**src/rtl/fetch_stage.sv**
```systemverilog
// Instruction-fetch stage of the 16-bit pipelined processor.
// Owns the PC and drives the instruction-memory address.
// Decodes each word into op/src/dst fields and registers them into the IF/RR pipeline register.
// Two-word LI instructions are assembled here: the LI word is held internally
// while its 16-bit immediate is fetched on the next cycle.
module fetch_stage #(
    parameter logic [15:0] RESET_PC  = 16'h0000,
    parameter logic [3:0]  LI_OPCODE = 4'b1111
) (
    input  logic        clock,
    input  logic        reset,
    output logic [15:0] imem_addr,
    input  logic [15:0] imem_data,
    input  logic        stall,
    input  logic        redirect,
    input  logic [15:0] redirect_pc,
    input  logic        halt,
    output logic        if_valid,
    output logic [3:0]  if_op,
    output logic [5:0]  if_s,
    output logic [5:0]  if_d,
    output logic [15:0] if_imm,
    output logic        if_is_li,
    output logic [15:0] if_pc
);

    typedef enum logic [1:0] {
        FETCH  = 2'd0,
        IMM    = 2'd1,
        HALTED = 2'd2
    } fetch_state_e;

    fetch_state_e state_r, state_s;
    logic [15:0]  pc_r, pc_s;
    logic [3:0]   hold_op_r, hold_op_s;
    logic [5:0]   hold_s_r, hold_s_s;
    logic [5:0]   hold_d_r, hold_d_s;
    logic [15:0]  hold_pc_r, hold_pc_s;

    logic         valid_s;
    logic [3:0]   op_s;
    logic [5:0]   src_s;
    logic [5:0]   dst_s;
    logic [15:0]  imm_s;
    logic         is_li_s;
    logic [15:0]  out_pc_s;

    // The memory always sees the current PC, even while stalled or halted.
    assign imem_addr = pc_r;

    // Next-state and next-output selection; priority is halt > redirect > stall > fetch.
    always_comb begin
        state_s   = state_r;
        pc_s      = pc_r;
        hold_op_s = hold_op_r;
        hold_s_s  = hold_s_r;
        hold_d_s  = hold_d_r;
        hold_pc_s = hold_pc_r;
        valid_s   = if_valid;
        op_s      = if_op;
        src_s     = if_s;
        dst_s     = if_d;
        imm_s     = if_imm;
        is_li_s   = if_is_li;
        out_pc_s  = if_pc;

        if (halt || (state_r == HALTED)) begin
            // Halted for good; the fields keep their last values, only valid drops.
            state_s = HALTED;
            valid_s = 1'b0;
        end else if (redirect) begin
            // Squash whatever is in flight, including a half-assembled LI.
            pc_s    = redirect_pc;
            state_s = FETCH;
            valid_s = 1'b0;
        end else if (stall) begin
            // Everything holds; the current word is fetched again later.
            state_s = state_r;
        end else begin
            case (state_r)
                FETCH: begin
                    pc_s = pc_r + 16'd1;
                    if (imem_data[15:12] == LI_OPCODE) begin
                        hold_op_s = imem_data[15:12];
                        hold_s_s  = imem_data[11:6];
                        hold_d_s  = imem_data[5:0];
                        hold_pc_s = pc_r;
                        state_s   = IMM;
                        valid_s   = 1'b0;
                    end else begin
                        op_s     = imem_data[15:12];
                        src_s    = imem_data[11:6];
                        dst_s    = imem_data[5:0];
                        imm_s    = 16'h0000;
                        is_li_s  = 1'b0;
                        out_pc_s = pc_r;
                        valid_s  = 1'b1;
                    end
                end
                IMM: begin
                    op_s     = hold_op_r;
                    src_s    = hold_s_r;
                    dst_s    = hold_d_r;
                    out_pc_s = hold_pc_r;
                    imm_s    = imem_data;
                    is_li_s  = 1'b1;
                    valid_s  = 1'b1;
                    pc_s     = pc_r + 16'd1;
                    state_s  = FETCH;
                end
                default: begin
                    state_s = FETCH;
                    valid_s = 1'b0;
                end
            endcase
        end
    end

    // State, PC, LI holding registers and the IF/RR pipeline register.
    always_ff @(posedge clock) begin
        if (!reset) begin
            state_r   <= FETCH;
            pc_r      <= RESET_PC;
            hold_op_r <= 4'h0;
            hold_s_r  <= 6'd0;
            hold_d_r  <= 6'd0;
            hold_pc_r <= 16'h0000;
            if_valid  <= 1'b0;
            if_op     <= 4'h0;
            if_s      <= 6'd0;
            if_d      <= 6'd0;
            if_imm    <= 16'h0000;
            if_is_li  <= 1'b0;
            if_pc     <= 16'h0000;
        end else begin
            state_r   <= state_s;
            pc_r      <= pc_s;
            hold_op_r <= hold_op_s;
            hold_s_r  <= hold_s_s;
            hold_d_r  <= hold_d_s;
            hold_pc_r <= hold_pc_s;
            if_valid  <= valid_s;
            if_op     <= op_s;
            if_s      <= src_s;
            if_d      <= dst_s;
            if_imm    <= imm_s;
            if_is_li  <= is_li_s;
            if_pc     <= out_pc_s;
        end
    end

endmodule

```
**config.mk**
```make
export PLATFORM = sky130hd
export DESIGN_NAME = fetch_stage
export DESIGN_NICKNAME = d
export VERILOG_FILES = /design/src/rtl/fetch_stage.sv
export SDC_FILE = /design/constraint.sdc
export NUM_CORES = 1
export LEC_CHECK = 0
export BUFFER_PORTS_ARGS = -buffer_cell sky130_fd_sc_hd__clkbuf_2
export CAP_MARGIN = 20
export CORE_MARGIN = 3
export CORE_UTILIZATION = 48
export DETAILED_ROUTE_END_ITERATION = 12
export GPL_ROUTABILITY_DRIVEN = 0
export MAX_ROUTING_LAYER = met4
export PLACE_DENSITY = 0.82
export SETUP_SLACK_MARGIN = 0.05
export SYNTH_ARGS = -nofsm -noshare
export SYNTH_HDL_FRONTEND = slang
export SYNTH_SLANG_ARGS = --single-unit
```
**constraint.sdc**
```tcl
create_clock -name clock -period 1.85 [get_ports clock]
set_input_delay 0.2775 -clock clock [delete_from_list [all_inputs] [get_ports clock]]
set_output_delay 0.2775 -clock clock [all_outputs]
set_load 0.05 [all_outputs]
```
==> results of run 1 <==
==> what timing repair did <==
action                     4_1_cts  5_1_grt
setup buffers                    0        3
setup endpoints to repair        3       29
gates cloned                     0        2
pin swaps                        0        1
resized for setup                2        4
==> power by group through the flow <==
stage,Sequential [W],Clock [W],Combinational (W)
2_1_floorplan,0.00248,0,0.000219
3_3_place_gp,0.00232,0,0.000537
3_5_place_dp,0.00232,0,0.000548
4_1_cts,0.00227,0.00147,0.000551
5_1_grt,0.00228,0.00158,0.000608
6_report,0.00228,0.00146,0.000568
==> through the flow <==
step	util (%)	setup TNS, ns	instance area [um^2]
6_report	62.57	0	5296
5_1_grt	62.57	-0.0009872	5296
3_3_place_gp	59.05	0	4999
4_1_cts	61.54	0	5209
3_5_place_dp	59.05	-0.003517	4999
2_1_floorplan	-	0	4357
==> synth_stat cells, types with 5 or more instances <==
cell type,instances,share of area [%]
nor4_1,5,0.73
nor2_1,55,4.8
nand3_1,22,2.6
buf_2,6,0.70
a311oi_1,33,6.7
inv_1,6,0.52
nand4_1,5,0.73
nor3_1,8,0.93
o21ai_0,7,0.82
nand2_1,154,13
a21oi_1,54,6.3
nand2b_1,5,0.73
clkbuf_1,39,3.4
and3_1,5,0.73
dfxtp_1,100,47
==> final timing paths <==
kind | from | cells after the start | to
setup / recovery | state_r[1]$_SDFFE_PN0P_ | 6 | if_pc[7]$_SDFFE_PN0P_
hold / removal | imem_data[7] | 3 | hold_s_r[1]$_SDFFE_PN0P_
setup reg to reg | state_r[1]$_SDFFE_PN0P_ | 6 | if_pc[7]$_SDFFE_PN0P_
hold reg to reg | hold_d_r[5]$_SDFFE_PN0P_ | 2 | hold_d_r[5]$_SDFFE_PN0P_
==> flip-flops by register name, indices dropped and copies added, names as in the netlist, 2 cells and up <==
signal,flops
if_imm,16
if_op,4
if_d,6
if_s,6
hold_s_r,6
hold_d_r,6
hold_pc_r,16
imem_addr,16
state_r,2
if_pc,16
hold_op_r,4
==> area by class of cell <==
class / instances / area [um^2]
clock inverters: 5 / 57.56
inverters: 6 / 22.52
well taps: 105 / 131.4
flip-flops and latches: 100 / 2034
multi-input cells: 401 / 2106
repair buffers: 132 / 795.8
fillers: 723 / 3168
clock buffers: 10 / 148.9
==> critical path, cell delays in order (launching register included) <==
cell and delay, ns:
dfxtp_1 0.34, or4_4 0.54, a21oi_4 0.20, buf_4 0.15
buf_12 0.12, nor2_1 0.05, a311oi_1 0.28
==> layer usage <==
metal  up-vias  share of wire, %  GRT usage, %
met5         -                 0             -
met4         0               2.1         7.358
met3        24               5.9         3.253
met2       164                51         38.99
met1      2110                41         29.56
li1       2127                 -             -
==> cell families after synthesis <==
kind of cell               count (synthesis)  share of synthesized area (%)
adders and majority gates                  1                         0.2912
buffers and inverters                     55                          5.329
muxes                                      4                         0.9610
and+or+nand+nor                          272                          27.17
DFF                                      100                          46.59
AOI/OAI and AO/OA                        124                          19.66
==> flow_metrics.env, run 1 <==
export IMPL_ant_nets=0
export IMPL_drt_iter0_drc=291
export IMPL_maxSlewViolCount=0
export IMPL_fin_crit_sh_pct=96.35
export IMPL_cp_start_kind="register"
export IMPL_max_slew_worst_pin_slew_ns=0.6877
export IMPL_drc=0
export IMPL_wl_um=12010
export IMPL_postCtsHoldBufs=0
export IMPL_swShare_pct=28.42
export IMPL_antenna_found_initial=0
export IMPL_cp_data_required_time_ns=2.11
export IMPL_initial_core_util_pct=50.76
export IMPL_syn_inst=556
export IMPL_reg2reg_slack_ns=0.07
export IMPL_diodes=0
export IMPL_hold_violations=0
export IMPL_synth_edff_count=0
export IMPL_final_cell_mix="nand2_1, clkbuf_2, dfxtp_1"
export IMPL_syn_area_per_cell_um2=7.728
export IMPL_cp_max_fo=12
export IMPL_clockPowerShare_pct=34.0
export IMPL_fin_ws_ns=0.06744
export IMPL_p_total_w=0.004308
export IMPL_endpoint_kind="register"
export IMPL_syn_cell_area_um2=4297
export IMPL_maxCapViolations=0
export IMPL_arrival_ns=2.04
export IMPL_die_y_um=100.6
export IMPL_seqPwrFrac_pct=52.8
export IMPL_cts_root_buf="clkbuf_8"
export IMPL_power_density_nw_per_um2=813.3
export IMPL_synth_cell_types=47
export IMPL_h_tree_depth=3
export IMPL_finalCriticalPeriod_ns=1.783
export IMPL_clk_pin_slew_ns=0.10
export IMPL_viasPerCell=5.830
export IMPL_fin_nets=688
export IMPL_pin_count=103
export IMPL_die_w_um=100.6
export IMPL_peakVddDrop_v=0.0004219
export IMPL_core_um2=8464
export IMPL_dp_hpwl_um=7910
export IMPL_grt_max_degree=69
export IMPL_grtUsageTotal_pct=23.47
export IMPL_grt_pass1_vias=3985
export IMPL_max_freq_mhz=561.0
export IMPL_die_area_um2=10120
export IMPL_timing_hold_ws_ns=0.1494
export IMPL_area_delta_synth_final_pct=23.27
export IMPL_rows=33
export IMPL_rsz0062_at_grt="true"
export IMPL_dp_cells=739
export IMPL_insertion_delay_ns=0.36
export IMPL_netSwitchingPower_w=0.001224
export IMPL_cts_buffers_inserted=9
export IMPL_p_leak_nw=2.007
export IMPL_grt_pass1_wl_um=18820
export IMPL_syn_nets=594
export IMPL_cts_tree="built"
export IMPL_ys_seq_area_share_pct=46.59
export IMPL_layout_commonest_cell="nand2_1"
export IMPL_first_pass_iters=5
export IMPL_ys_seq_elements=100
export IMPL_ys_warn_count=0
export IMPL_cts_buffer_depth=2
export IMPL_portBuffers=102
export IMPL_vias=4425
export IMPL_drive_gt1_share_pct=26.76
export IMPL_power_internal_w=0.003083
export IMPL_ys_flop_type="dfxtp_1"
export IMPL_pre_cts_slack_ns=-0.002147
export IMPL_instances_no_fill=759
export IMPL_p_comb_share_pct=13.2
export IMPL_hp_class="in -> reg"
export IMPL_relSlewSlack_pct=54.15
export IMPL_synth_async_reset_ratio_pct=0
export IMPL_cts_num_sinks=100
export IMPL_wl_per_cell_um=15.83
export IMPL_overflow=0
export IMPL_status="complete, no violations"
export IMPL_skew_ns=0.007713
export IMPL_path_class="reg -> reg"
export IMPL_setup_viol=0
(Power assumes the default switching activity.)
==> run 2, diff against run 1 <==
Settings changed: CAP_MARGIN 20 to 40, CORE_MARGIN 3 to 2, CORE_UTILIZATION 48 to 50, PLACE_DENSITY 0.82 to 0.81.
Clock period 1.85 ns to 2 ns, I/O delays scaled along.
==> run 2 against run 1 <==
Net effect:
- clock skew increased by 0.0040 ns
- critical path depth decreased by 1
- sequential cell count unchanged
- total power decreased by 8.2%
- highest routed layer unchanged
- fmax decreased by 3.9%
- first-iteration DRC count increased by 1.0%
- die area decreased by 7.6%
- sequential power decreased by 8%
==> flow_metrics.env, run 2 (same netlist as run 1, synthesis figures left out) <==
export IMPL_reg2regPathDepth=5
export IMPL_antenna_found_initial=0
export IMPL_relSlewSlack_pct=68.83
export IMPL_max_stage_delay_ns=0.59
export IMPL_insertion_delay_ns=0.37
export IMPL_power_density_nw_per_um2=764.0
export IMPL_grt_busiest_layer="met2"
export IMPL_h_tree_depth=3
export IMPL_skew_ns=0.01171
export IMPL_rows=33
export IMPL_cts_tree="built"
export IMPL_viasPerCell=5.654
export IMPL_fin_crit_sh_pct=92.71
export IMPL_arrival_ns=2.12
export IMPL_hold_violations=0
export IMPL_drc=0
export IMPL_cp_max_fo=48
export IMPL_ant_nets=0
export IMPL_area_delta_synth_final_pct=20.44
export IMPL_wl_um=11180
export IMPL_die_w_um=96.70
export IMPL_cp_depth=5
export IMPL_fin_nets=679
export IMPL_core_um2=8258
export IMPL_grtUsageMet1_pct=29.43
export IMPL_finalCriticalPeriod_ns=1.854
export IMPL_path_class="reg -> reg"
export IMPL_setup_viol=0
export IMPL_drive_gt1_share_pct=24.61
export IMPL_hp_class="in -> reg"
export IMPL_portBuffers=102
export IMPL_peakVddDrop_v=0.0003531
export IMPL_grt_use_met3_pct=3.685
export IMPL_endpoint_kind="register"
export IMPL_crit_reg2reg_launch="state_r[1]$_SDFFE_PN0P_"
export IMPL_cp_start_kind="register"
export IMPL_drt_iter0_drc=294
export IMPL_die_y_um=96.70
export IMPL_cpMaxStageDelayCell="or4_1"
export IMPL_maxSlewViolCount=0
export IMPL_p_total_w=0.003954
export IMPL_n_fill_cell=754
export IMPL_dp_hpwl_um=7670
export IMPL_first_pass_iters=4
export IMPL_final_cell_mix="nand2_1, clkbuf_2, dfxtp_1"
export IMPL_cp_top_family="simple AND/OR/NAND/NOR gates"
export IMPL_placed_area_um2=4969
export IMPL_postCtsSetupBuffers=0
export IMPL_grtUsageTotal_pct=24.47
export IMPL_rsz0062_at_grt="false"
export IMPL_cp_data_required_time_ns=2.26
export IMPL_grt_max_degree=87
export IMPL_pin_count=103
export IMPL_tns_ns=0
export IMPL_max_freq_mhz=539.3
export IMPL_holdPathStages=3
export IMPL_overflow=0
export IMPL_final_cell_area_um2=5175
export IMPL_cts_buffer_depth=2
export IMPL_cts_root_buf="clkbuf_8"
export IMPL_p_leak_nw=1.943
export IMPL_use_met2_pct=40.49
export IMPL_cts_buffers_inserted=9
export IMPL_grt_pass1_wl_um=18490
export IMPL_die_area_um2=9351
export IMPL_status="complete, no violations"
export IMPL_post_route_util_pct=62.67
export IMPL_worstSetupStartpoint="state_r[1]$_SDFFE_PN0P_"
export IMPL_cp_cell_sequence="or4_1 > a21oi_4 > buf_12 > nor2_1 > a311oi_1"
export IMPL_cts_num_sinks=100
export IMPL_vias=4246
export IMPL_initial_core_util_pct=52.03
export IMPL_wl_per_cell_um=14.89
export IMPL_maxCapViolations=0
export IMPL_path_buf_inv=1
export IMPL_cts_resized=0
export IMPL_layout_commonest_cell="nand2_1"
export IMPL_diodes=0
export IMPL_max_slew_worst_pin_slew_ns=0.4632
export IMPL_postCtsHoldBufs=0
export IMPL_clk_pin_slew_ns=0.11
export IMPL_hp_start="imem_data[0]"
export IMPL_grt_pass1_vias=4042
-- run 2: cell types whose count changed in the layout (fill, tap and decap cells not counted), moves of 2 or more --
cell,before,now
dfxtp_4,7,4
dfxtp_1,88,91
buf_12,2,4
clkinv_4,0,2
buf_4,26,17
clkinv_2,2,0
clkbuf_16,3,0
-- run 2: metrics by stage --
step                hold WS [ns]  cells  setup slack, ns
global route              0.1587    751          0.08743
floorplan                 0.4360    556          0.06253
finish                    0.1624    751           0.1459
CTS                       0.1544    751           0.1706
global placement          0.4365    735           0.1295
detailed placement        0.4464    735          0.07627
-- run 2: per-layer routing --
| layer | up-vias | wire (um) |
|---|---|---|
| met5 | - | 0 |
| met4 | 0 | 293 |
| met3 | 29 | 510 |
| met2 | 135 | 5490 |
| met1 | 1980 | 4887 |
| li1 | 2102 | - |
-- run 2: worst reg2reg max path, stage by stage (launching register included) --
cell and delay, ns:
dfxtp_1 0.33, or4_1 0.59, a21oi_4 0.22, buf_12 0.24
nor2_1 0.09, a311oi_1 0.29
-- run 2: cell type report --
type | count | area (um^2) | share of cell area (%)
clock inverter | 7 | 81.33 | 1.572
sequential | 100 | 2023 | 39.10
inverter | 6 | 22.52 | 0.4352
tap | 105 | 131.4 | 2.539
timing repair buffer | 123 | 718.2 | 13.88
multi-input combinational | 401 | 2074 | 40.09
clock buffer | 9 | 123.9 | 2.394
-- run 2: final timing paths --
path | slack, ns | endpoint
setup / recovery | 0.15 | if_d[2]$_SDFFE_PN0P_
hold / removal | 0.16 | hold_d_r[0]$_SDFFE_PN0P_
setup reg to reg | 0.15 | if_d[2]$_SDFFE_PN0P_
hold reg to reg | 0.46 | if_imm[8]$_SDFFE_PN0P_
-- run 2: power by group --
group	internal (W)	switching, W	leakage [nW]
registers	0.00204	0.0000639	0.815
clock network	0.000597	0.000746	0.102
logic	0.000149	0.000357	1.02
